[src/rtl/reset_release_sequencer_pkg.sv]
// Shared definitions for the reset release sequencer: FSM state encoding,
// synchroniser depth and the sizing helper for the shared hold/wait counter.
package reset_release_sequencer_pkg;

  typedef enum logic [2:0] {
    ST_HOLD    = 3'd0,
    ST_RELEASE = 3'd1,
    ST_WAIT    = 3'd2,
    ST_RUN     = 3'd3,
    ST_FAULT   = 3'd4
  } seq_state_t;

  localparam int SYNC_STAGES = 2;

  // Counter must reach the larger of the two terminal values (span-1);
  // it saturates at all-ones, so it never wraps back into a match.
  function automatic int cnt_width(input int hold_cycles, input int timeout_cycles);
    int span;
    span = (hold_cycles > timeout_cycles) ? hold_cycles : timeout_cycles;
    return (span < 2) ? 1 : $clog2(span);
  endfunction

endpackage

[src/rtl/reset_release_sequencer_sync_2ff.sv]
// Multi-bit flop-chain synchroniser (SYNC_STAGES deep, no reset) used to
// bring the asynchronous lock and done levels into the clk domain.
module reset_release_sequencer_sync_2ff
  import reset_release_sequencer_pkg::*;
#(
  parameter int WIDTH = 1
) (
  input  logic             clk,
  input  logic [WIDTH-1:0] d,
  output logic [WIDTH-1:0] q
);

  logic [WIDTH-1:0] sync_q [SYNC_STAGES];

  // Shift the asynchronous input through the synchroniser chain.
  always_ff @(posedge clk) begin
    sync_q[0] <= d;
    for (int i = 1; i < SYNC_STAGES; i++) begin
      sync_q[i] <= sync_q[i-1];
    end
  end

  assign q = sync_q[SYNC_STAGES-1];

endmodule

[src/rtl/reset_release_sequencer.sv]
// Releases per-domain resets one at a time (index 0 first) once all clock
// locks have been stable for HOLD_CYCLES, waiting for each domain's done
// before releasing the next. Any lock loss (or a done drop once running)
// re-asserts every domain reset and restarts from HOLD.
// Optional macro RESET_SEQ_TIMEOUT_EN adds a per-domain done timeout that
// parks the sequencer in FAULT until reset.
module reset_release_sequencer
  import reset_release_sequencer_pkg::*;
#(
  parameter int NUM_DOMAINS    = 3,
  parameter int NUM_CLOCKS     = 3,
  parameter int HOLD_CYCLES    = 16,
  parameter int TIMEOUT_CYCLES = 1048576
) (
  input  logic                   clk,
  input  logic                   reset,
  input  logic [NUM_CLOCKS-1:0]  clocks_ok,
  input  logic [NUM_DOMAINS-1:0] done,
  output logic [NUM_DOMAINS-1:0] domain_reset,
  output logic                   all_ready,
  output logic [((NUM_DOMAINS > 1) ? $clog2(NUM_DOMAINS) : 1)-1:0] stage,
  output logic                   fault,
  output seq_state_t             dbg_state
);

  localparam int STAGE_W = (NUM_DOMAINS > 1) ? $clog2(NUM_DOMAINS) : 1;
  localparam int CNT_W   = cnt_width(HOLD_CYCLES, TIMEOUT_CYCLES);

  localparam logic [CNT_W-1:0]   HOLD_LAST  = CNT_W'(HOLD_CYCLES - 1);
  localparam logic [CNT_W-1:0]   CNT_MAX    = '1;
  localparam logic [STAGE_W-1:0] STAGE_LAST = STAGE_W'(NUM_DOMAINS - 1);
`ifdef RESET_SEQ_TIMEOUT_EN
  localparam logic [CNT_W-1:0]   TIMEOUT_LAST = CNT_W'(TIMEOUT_CYCLES - 1);
`endif

  logic [NUM_CLOCKS-1:0]  clocks_ok_s;
  logic [NUM_DOMAINS-1:0] done_s;

  seq_state_t             state_q, state_d;
  logic [CNT_W-1:0]       cnt_q, cnt_d, cnt_inc;
  logic [STAGE_W-1:0]     stage_q, stage_d;
  logic [NUM_DOMAINS-1:0] dr_q, dr_d;
  logic                   ready_q, ready_d;

  logic lock_ok;
  logic done_cur;
  logic restart;

  reset_release_sequencer_sync_2ff #(.WIDTH(NUM_CLOCKS)) u_sync_clocks (
    .clk (clk),
    .d   (clocks_ok),
    .q   (clocks_ok_s)
  );

  reset_release_sequencer_sync_2ff #(.WIDTH(NUM_DOMAINS)) u_sync_done (
    .clk (clk),
    .d   (done),
    .q   (done_s)
  );

  assign lock_ok  = &clocks_ok_s;
  assign done_cur = done_s[stage_q];
  assign cnt_inc  = (cnt_q == CNT_MAX) ? cnt_q : cnt_q + 1'b1;
  // A done dropping after all domains are up is handled exactly like a lock loss.
  assign restart  = !lock_ok || ((state_q == ST_RUN) && !(&done_s));

  // State, counter and registered outputs.
  always_ff @(posedge clk) begin
    if (reset) begin
      state_q <= ST_HOLD;
      cnt_q   <= '0;
      stage_q <= '0;
      dr_q    <= '1;
      ready_q <= 1'b0;
    end else begin
      state_q <= state_d;
      cnt_q   <= cnt_d;
      stage_q <= stage_d;
      dr_q    <= dr_d;
      ready_q <= ready_d;
    end
  end

  // Next-state logic; restart wins over any simultaneous done, FAULT ignores it.
  always_comb begin
    state_d = state_q;
    cnt_d   = cnt_q;
    stage_d = stage_q;
    dr_d    = dr_q;
    ready_d = 1'b0;
    if ((state_q != ST_FAULT) && restart) begin
      state_d = ST_HOLD;
      cnt_d   = '0;
      stage_d = '0;
      dr_d    = '1;
    end else begin
      case (state_q)
        ST_HOLD: begin
          if (cnt_q == HOLD_LAST) begin
            state_d = ST_RELEASE;
            stage_d = '0;
            cnt_d   = '0;
          end else begin
            cnt_d = cnt_inc;
          end
        end
        ST_RELEASE: begin
          dr_d[stage_q] = 1'b0;
          cnt_d         = '0;
          state_d       = ST_WAIT;
        end
        ST_WAIT: begin
          if (done_cur) begin
            cnt_d = '0;
            if (stage_q == STAGE_LAST) begin
              state_d = ST_RUN;
            end else begin
              stage_d = stage_q + 1'b1;
              state_d = ST_RELEASE;
            end
`ifdef RESET_SEQ_TIMEOUT_EN
          end else if (cnt_q == TIMEOUT_LAST) begin
            state_d = ST_FAULT;
            dr_d    = '1;
`endif
          end else begin
            cnt_d = cnt_inc;
          end
        end
        ST_RUN: begin
          ready_d = 1'b1;
        end
`ifdef RESET_SEQ_TIMEOUT_EN
        ST_FAULT: begin
          dr_d = '1;
        end
`endif
        default: begin
          state_d = ST_HOLD;
          cnt_d   = '0;
          stage_d = '0;
          dr_d    = '1;
        end
      endcase
    end
  end

  // Drive ports from the registered state.
  always_comb begin
    domain_reset = dr_q;
    all_ready    = ready_q;
    stage        = stage_q;
    dbg_state    = state_q;
`ifdef RESET_SEQ_TIMEOUT_EN
    fault        = (state_q == ST_FAULT);
`else
    fault        = 1'b0;
`endif
  end

endmodule

[config.mk]
export PLATFORM = sky130hd
export DESIGN_NAME = reset_release_sequencer
export DESIGN_NICKNAME = d
export VERILOG_FILES = /design/src/rtl/reset_release_sequencer_pkg.sv /design/src/rtl/reset_release_sequencer_sync_2ff.sv /design/src/rtl/reset_release_sequencer.sv
export SDC_FILE = /design/constraint.sdc
export NUM_CORES = 1
export LEC_CHECK = 0
export CORE_UTILIZATION = 35
export CTS_CLUSTER_DIAMETER = 150
export DETAILED_ROUTE_END_ITERATION = 6
export GPL_ROUTABILITY_DRIVEN = 0
export GPL_TIMING_DRIVEN = 0
export HOLD_SLACK_MARGIN = 0.08
export PLACE_DENSITY_LB_ADDON = 0.3
export SLEW_MARGIN = 20
export SYNTH_ARGS = -nofsm -noshare
export SYNTH_HDL_FRONTEND = slang
export SYNTH_HIERARCHICAL = 1
export SYNTH_SLANG_ARGS = --single-unit
[constraint.sdc]
create_clock -name clk -period 2.1 [get_ports clk]
set_input_delay 0.21 -clock clk [delete_from_list [all_inputs] [get_ports clk]]
set_output_delay 0.21 -clock clk [all_outputs]
set_load 0.05 [all_outputs]
==> results.cfg <==
[grt]
grt_pass1_wl_um = 6541
grt_overflow = 0
grt_pass1_vias = 1461
antenna_found_initial = 0
grt_use_total_pct = 15.56
grt_max_degree = 15

[pwr]
power.share.switching_pct = 20.91
switchingPower_mw = 0.3057
p_comb_share_pct = 3.6
clockPowerShare_pct = 43.5
internal_power_mw = 1.156
power_leakage_nw = 0.8269
peakVddDrop_uv = 312.5
p_per_area_nw_per_um2 = 649.4
p_seq_share_pct = 52.9

[clocking]
cts-root-buf = clkbuf_8
insertion_delay_ns = 0.29
cts_max_path_buffers = 2
clock-sinks = 40
cts_made_buffers = 5
cts_hold_buf = 0
tritoncts = built
ctsHtreeMaxLevel = 2
clk_pin_slew_worst_paths_ns = 0.08

[run]
maxCapViolCount = 0

[drt]
via_per_inst = 5.260
avgRoutedWirePerCell_um = 12.47
ant_nets = 0
drt_iter0_drc = 85
drtPass1Iterations = 4
drc_errors = 0
vias = 1620
wl_um = 3840

[setup_path]
reg2reg_from = cnt_q[10]$_SDFFE_PP0N_
worstPathRequired_ns = 2.34
r2r_cells = 8
critPathBufInv = 2
worstPathArrival_ns = 2.23
cp_max_fo = 10
cpMaxStageDelayCell = or3b_1
path_class = flop to flop
r2r_end = cnt_q[6]$_SDFFE_PP0N_
max_stage_delay_ns = 0.38
cp_cell_sequence = and4_4 > and3_4 > buf_6 > and3_4 > buf_6 > or3b_1 > or3_1 > nand3_1
crit_family = simple AND/OR/NAND/NOR gates
r2r_slack_ns = 0.11
start_kind = flop
crit_path_end_kind = flop

[sta]
period_share_pct = 94.63
hold_violations = 0
period_needed_ns = 1.987
slew_viol_final = 0
setup_tns_ns = 0
max_freq_ghz = 0.5032
slew-limit-headroom_pct = 61.21
rsz0062_at_grt = false
skew_ns = 0.004615
hold_ws_ns = 0.3314
tightest_slew_ns = 0.5797
finalSetupViolations = 0

[floorplanning]
initial_utilization_pct = 36.28
rows = 26
die_area_um2 = 5589
core-area_um2 = 5107
ios = 18
die_h_um = 74.76
die_w_um = 74.76

[synthesis]
yosys.area_share.adder_pct = 2.701
synthSimpleGateAreaFrac_pct = 30.11
yosys.cell_types.count = 45
avgSynthCellArea_um2 = 8.619
synthMuxAreaShare_pct = 0.5402
synthCells = 215
ys_seq_elements = 40
async_flop_share_pct = 0
syn_area_um2 = 1853
synthXorXnorAreaFrac_pct = 0.9453
synth_top_family_by_area = simple AND/OR/NAND/NOR gates
yosys_warnings = 6
synth_compound_area_share_pct = 14.52
synth_edf_count = 0
seq_area_frac_synth_pct = 43.21
synth_ff_type = dfxtp_1

[cells_and_area]
drive_gt1_share_pct = 17.65
final_cell_mix = dfxtp_1 (36), nand2_1 (31), nand3_1 (18), clkdlybuf4s50_1 (15)
diodes = 0
nets = 249
final_common_cell = dfxtp_1
syn2layout_area_growth_pct = 21.47

[place]
place_hpwl_um = 2768
io_buffers = 15

[worst_hold_path]
hold_end = u_sync_done/sync_q[0][3]$_DFF_P_
hp-class = flop to flop
worstHoldStart = u_sync_done/sync_q[0][0]$_DFF_P_
hold_depth = 0

[status]
status = finished clean
## synthesized netlist by cell type (5+ instances only)
master	n	area share, %
dfxtp_1	40	43
nand2_1	31	6.3
nand3_1	18	4.9
a21oi_1	11	3.0
a31oi_1	11	3.7
buf_4	9	3.6
nand4_1	9	3.0
o21ai_0	9	2.4
nor2_1	8	1.6
or3_1	7	2.4
nor4_1	5	1.7
## kinds of logic after synthesis
logic type	after synthesis
buf+inv	21
compound gates	43
simple gates	103
mux	1
other cells	1
fa+ha+maj	4
xor+xnor	2
flops	40
## routing by layer
metal	vias to the layer above	track usage, %	wire length (µm)
li1	819	-	-
met1	744	20.40	1804
met2	47	24.32	1737
met3	10	3.748	206
met4	0	6.918	92
met5	-	0	0
## power by group through the flow
stage	clock, mW	sequential [mW]	combinational [mW]
after floorplan	0	0.791	0.0342
after global placement	0	0.791	0.0513
after detailed placement	0	0.792	0.0522
after CTS	0.652	0.774	0.0523
after global routing	0.676	0.775	0.0572
final	0.635	0.774	0.0525
## layout make-up
class | count | area [µm²]
Clock buffer | 5 | 68.82
Buffer | 15 | 121.4
Multi-Input combinational cell | 155 | 943.4
Tap cell | 70 | 87.58
Fill cell | 530 | 2856
Sequential cell | 40 | 805.8
Inverter | 4 | 18.77
Clock inverter | 3 | 47.55
Timing Repair Buffer | 16 | 157.7
## state kept, by name (all words and copies together) (netlist names)
name / count
all_ready: 1
dbg_state: 2
cnt_q: 20
domain_reset: 3
u_sync_clocks/sync_q: 6
stage: 2
u_sync_done/sync_q: 6
## worst max-delay path by stage
stage                           start                endpoint  slack [ns]  depth (start not counted)
6_report       cnt_q[10]$_SDFFE_PP0N_   cnt_q[6]$_SDFFE_PP0N_        0.11                          8
2_1_floorplan   stage[0]$_SDFFE_PP0P_   cnt_q[6]$_SDFFE_PP0N_        0.13                          7
4_1_cts         cnt_q[0]$_SDFFE_PP0N_   cnt_q[2]$_SDFFE_PP0N_        0.02                          8
5_1_grt         stage[0]$_SDFFE_PP0P_   cnt_q[5]$_SDFFE_PP0N_       0.001                          7
3_5_place_dp                    reset   cnt_q[5]$_SDFFE_PP0N_       -0.18                          7
3_3_place_gp                    reset  cnt_q[16]$_SDFFE_PP0N_       -0.26                          7
## timing repair
action                                  in CTS  in global routing
endpoints found under the setup margin      14                 22
buffers inserted                             1                  0
pin swaps                                    1                  0
gates resized for setup                      3                  9
## worst reg2reg max path, cell delays in order, from the launching register on
cell and delay (ns):
dfxtp_1 0.36, and4_4 0.21, and3_4 0.17, buf_6 0.13, and3_4 0.16, buf_6 0.13, or3b_1 0.38, or3_1 0.31
nand3_1 0.09
## stage by stage
| step | total power, mW | instances | instance area [µm²] | setup slack (ns) | utilization [%] |
|---|---|---|---|---|---|
| after global routing | 1.508 | 308 | 2251 | 0.001035 | 44.07 |
| after floorplan | 0.8251 | 216 | 1859 | 0.1298 | - |
| after CTS | 1.478 | 310 | 2230 | 0.01774 | 43.66 |
| final | 1.462 | 308 | 2251 | 0.1128 | 44.07 |
| after global placement | 0.8426 | 301 | 2097 | -0.2587 | 41.06 |
| after detailed placement | 0.8441 | 301 | 2097 | -0.1845 | 41.06 |
No activity file was read; power rests on OpenSTA's default activity.
==> edit 1 (config.mk and constraints unchanged) <==
Make the reset (`reset`) asynchronous in one clocked block. Comments in the files are not updated.
--- a/src/rtl/reset_release_sequencer.sv
+++ b/src/rtl/reset_release_sequencer.sv
@@ -66,5 +66,5 @@
 
   // State, counter and registered outputs.
-  always_ff @(posedge clk) begin
+  always_ff @(posedge clk or posedge reset) begin
     if (reset) begin
       state_q <= ST_HOLD;
Behaviour: no difference found for any inputs over 10 cycles, from zero or initial values and one cycle with reset high; that may be too few to reach the edited logic, so the function may still have changed.
==> edit 1 against the original RTL <==
Area after synthesis increased by 4.4%; routed wire length increased by 3.7%; setup slack got worse by 40 ps; sequential power increased by 1%; sequential cell count unchanged; cell area increased by 7.9%; critical path depth unchanged; total power decreased by 0.46%; critical endpoint is now cnt_q[3]; highest routed layer unchanged.
==> edit 1: results (changes against the original RTL) <==
Setup path
  • CP max stage cell: or4_4
  • CP Max Fanout: 6 (-4)
  • Largest stage delay, worst path: 450 ps (+70 ps)
  • CP Data Arrival Time: 2200 ps (-30 ps)

Pwr
  • Comb pwr: 76.8 µW (+46%)
  • Clock group: 595 µW (-6.3%)
  • P_leak: 1.04 nW (+26%)
  • Switching share of power: 22.6% (+1.6 points)
  • Logic pwr share: 5.3% (+1.7 points)

GRT
  • GR met3 Demand/Resource: 3.23% (-0.51 points)
  • First-pass GRT wire length: 6.71 mm (+2.6%)
  • Largest net degree at the start of global routing: 29 (+14)
  • Met2 GRT Util: 22.2% (-2.2 points)
  • Met1 usage: 19.5% (-0.93 points)
  • Tot GR Track Use: 14.6% (-0.95 points)
  • Vias in the first global route: 1454 (-0.48%)

Placement
  • Hpwl dp: 2.72 mm (-1.8%)
  • Placed cell areas: 0.00218 mm² (+3.8%)
  • Post-place setup slack: -19.6 ps (+165 ps)
  • Cell count after placement: 289 (-4.0%)

Route
  • Met3 WL: 168 µm (-18%)
  • WL/cell: 13.0 µm (+4.4%)
  • Met2 wire len: 1.88 mm (+8.4%)
  • DRT iter0 DRCs: 119 (+40%)
  • Post-Route WL: 3.98 mm (+3.7%)
  • Post-Route M1 WL: 1.85 mm (+2.8%)
  • DR vias/cell: 5.08 (-3.3%)

Yosys
  • Distinct cells, synth: 47 (+4.4%)
  • Sequential share of the synthesized area: 48.8% (+5.6 points)
  • Syn Inst Count: 203 (-5.6%)
  • Synth area leader: dfrtp_1
  • Post-synth ARST share: 70.0% (+70 points)
  • Most frequent cells after synthesis: 25 x dfrtp_1, 25 x nor2_1, 20 x nand2_1
  • Top post-synthesis cells by area: dfrtp_1 32%, dfxtp_1 12%, nor2_1 4.9%

Final layout
  • Nets: 247 (-0.80%)
  • Layout fillers: 504 (-4.9%)
  • Layout cell share with drive strength beyond 1: 21.2% (+3.5 points)

Run status
  • Status: complete, no violations

STA
  • Clock Skew: 7.32 ps (+2.70 ps)
  • Worst slew margin: 62.6% (+1.4 points)
-- edit 1: cells by family (layout without fill, tap and decap cells) --
| family | Yosys count | after routing | share of synthesized area [%] |
|---|---|---|---|
| other | 1 | 2 | 0.194 |
| adder cells (fa/ha/maj) | 4 | 4 | 2.59 |
| buffers and inverters | 20 | 52 | 5.95 |
| flip-flops | 40 | 40 | 48.8 |
| multiplexers | 3 | 3 | 1.62 |
| AND/OR/NAND/NOR | 92 | 92 | 25.4 |
| XOR/XNOR | 7 | 7 | 3.17 |
| AO/OA/AOI/OAI | 36 | 36 | 12.3 |
-- edit 1: worst paths after layout --
check                           slack (ps)                startpoint                       end  depth (start not counted)
worst max-delay path                    70                  cnt_q[0]                  cnt_q[3]                          8
worst min-delay path                   280                     reset              dbg_state[1]                          2
worst max register to register          70                  cnt_q[0]                  cnt_q[3]                          8
worst min register to register         320  u_sync_done/sync_q[0][1]  u_sync_done/sync_q[0][4]                          0
max in group asynchronous             1450                     reset                  cnt_q[5]                          2
min in group clk                       320  u_sync_done/sync_q[0][1]  u_sync_done/sync_q[0][4]                          0
-- edit 1: final cells by class --
| cell class | count | area, µm² | share of cell area [%] |
|---|---|---|---|
| buffer | 11 | 81.3 | 3.35 |
| clock buffer | 6 | 93.8 | 3.86 |
| clock inverter | 2 | 16.3 | 0.669 |
| inverter | 9 | 33.8 | 1.39 |
| multi-input combinational | 144 | 951 | 39.1 |
| sequential | 40 | 945 | 38.9 |
| tap | 70 | 87.6 | 3.60 |
| timing repair buffer | 24 | 221 | 9.11 |
-- edit 1: what timing repair did --
action	CTS	global route
pin swaps	1	6
gates resized for setup	1	15
endpoints found under the setup margin	2	20
buffers inserted	0	9
==> edit 2 (same settings) <==
Without the edit above. The parameter `NUM_DOMAINS` goes from 3 to 2.
--- a/src/rtl/reset_release_sequencer.sv
+++ b/src/rtl/reset_release_sequencer.sv
@@ -8,5 +8,5 @@
   import reset_release_sequencer_pkg::*;
 #(
-  parameter int NUM_DOMAINS    = 3,
+  parameter int NUM_DOMAINS    = 2,
   parameter int NUM_CLOCKS     = 3,
   parameter int HOLD_CYCLES    = 16,
Ports: changed (resized domain_reset, done and stage); port bits go from 18 to 15. The function was not compared with the original's and may differ.
==> edit 2 against the original RTL <==
Sequential cell count is 4 lower; first-iteration DRC count is 40% higher; setup slack better by 23 ps; critical path depth is 1 lower; total power is 5.2% lower; area after synthesis is 6.5% lower; cell area is 7.8% lower; clock skew is 3.3 ps higher; worst hold slack worse by 3.6 ps; routed wire length is 2.2% higher; die area is 6.4% lower; synthesized cell count is 8.8% lower; sequential share of layout area is 1.1 points lower.
==> edit 2: results (changes against the original RTL) <==
Pwr
  • VDD IR max: 0.322 mV (+2.9%)
  • P_leak: 0.676 nW (-18%)

Setup path
  • R2R Path Start: cnt_q[0]
  • CP max stage cell: a211oi_4
  • Critical path's top delay family: compound AO/OA/AOI/OAI gates
  • Reg-to-reg slack, setup: 140 ps (+20 ps)
  • Largest stage delay, worst path: 420 ps (+40 ps)
  • R2r worst-path depth: 7 (-1)

STA
  • Worst slew margin: 66.8% (+5.5 points)
  • Clock Skew: 7.92 ps (+3.30 ps)
  • Min Hold Slack: 328 ps (-3.65 ps)

Run status
  • Status: complete, no violations

Yosys
  • Sequential share of the synthesized area: 41.6% (-1.6 points)
  • Distinct cells, synth: 46 (+2.2%)
  • Top post-synthesis cells by area: dfxtp_1 42%, nand3_1 4.6%, a31oi_1 4.0%
  • Post-synth ARST share: 0% (unchanged)
  • Most frequent cells after synthesis: 36 x dfxtp_1, 16 x nand3_1, 15 x nand2_1

Hold path
  • Hold Path Sink: u_sync_clocks/sync_q[0][4]
  • WHS Path Cells: 0 (unchanged)
  • Min-Delay Path Class: reg -> reg
  • Min-delay src: u_sync_clocks/sync_q[0][1]

Placement
  • Input/output buffers: 12 (-3)
  • Hpwl dp: 2.78 mm (+0.26%)
  • Placed cell areas: 0.00194 mm² (-7.5%)
  • Post-place setup slack: 15.1 ps (+200 ps)

Final layout
  • #MultiIn Comb: 141 (-9.0%)
  • Multi-input gate area: 920 µm² (-2.5%)
  • Data buffer area share: 10.8% (-1.6 points)
  • Antenna Cells: 0 (unchanged)
  • Storage element area: 721 µm² (-11%)
  • Bufs w/o clock: 28 (-9.7%)
  • Clock network area share: 5.37% (+0.20 points)
  • Nets: 224 (-10%)
  • Layout cell share with drive strength beyond 1: 14.7% (-2.9 points)
  • Layout fillers: 483 (-8.9%)
  • Largest registers: cnt_q x20, u_sync_clocks/sync_q x6, u_sync_done/sync_q x4

GRT
  • Largest net degree at the start of global routing: 13 (-2)
  • Tot GR Track Use: 16.7% (+1.1 points)
  • Initial antenna violation count: 0 (unchanged)
  • Vias in the first global route: 1420 (-2.8%)
  • First-pass GRT wire length: 6.76 mm (+3.4%)

Route
  • Total number of vias: 1523 (-6.0%)
  • Post-Route WL: 3.93 mm (+2.2%)
  • DRT iter0 DRCs: 119 (+40%)

Clock tree
  • Root Buffer: clkbuf_8
  • Post-CTS setup buffer count: 0 (-1)
  • Clock transition at path regs: 70 ps
  • CTS sink cnt: 36 (-10%)

Floorplan
  • Site Rows: 25 (-3.8%)
==> edit 2: how the worst max path moves through the flow <==
stage,from,endpoint,slack (ps)
6_report,cnt_q[0],cnt_q[6],140
5_1_grt,cnt_q[0],cnt_q[17],30
4_1_cts,cnt_q[0],cnt_q[2],10
3_5_place_dp,cnt_q[0],cnt_q[7],20
3_3_place_gp,cnt_q[0],cnt_q[8],30
2_1_floorplan,dbg_state[0],cnt_q[17],180
==> edit 2: through the flow <==
stage	util (%)	power, mW	instances
after floorplan	-	0.774	197
after CTS	43.3	1.40	284
after detailed placement	40.8	0.794	276
after global routing	43.6	1.45	284
after global placement	40.8	0.793	276
final	43.6	1.39	284
==> edit 2: worst register-to-register path: cells and delay by family (launching register included) <==
kind	cells	cell delay, ps
AOI/OAI and AO/OA	2	600
and+or+nand+nor	3	360
DFF	1	350
buffers and inverters	1	320
adders and majority gates	1	270
==> edit 2: kinds of logic (layout without fill, tap and decap cells) <==
kind of cell    after synthesis  after routing  synth area share (%)
compound gates               48             48                  20.2
flops                        36             36                  41.6
fa+ha+maj                     1              1                 0.722
simple gates                 82             82                  26.2
xor+xnor                      7              7                  3.54
other cells                   1              2                 0.217
mux                           1              1                 0.578
buf+inv                      20             40                  6.86
==> edit 2: repair_timing <==
item                       CTS  global route
pin swaps                    0             0
cloned                       0             0
resized for setup            1             3
setup endpoints to repair    1            13
==> edit 2: layer usage <==
layer	share of wire [%]	up-vias	global-route usage (%)
met3	4.7	7	3.33
met4	1.5	0	6.97
met5	0	-	0
li1	-	758	-
met1	48	716	22.3
met2	45	42	26.3
==> edit 2: power breakdown <==
part           total [mW]  switching (mW)  internal, mW
Combinational      0.0623          0.0297        0.0326
Sequential          0.716          0.0141         0.702
Clock               0.607           0.256         0.351
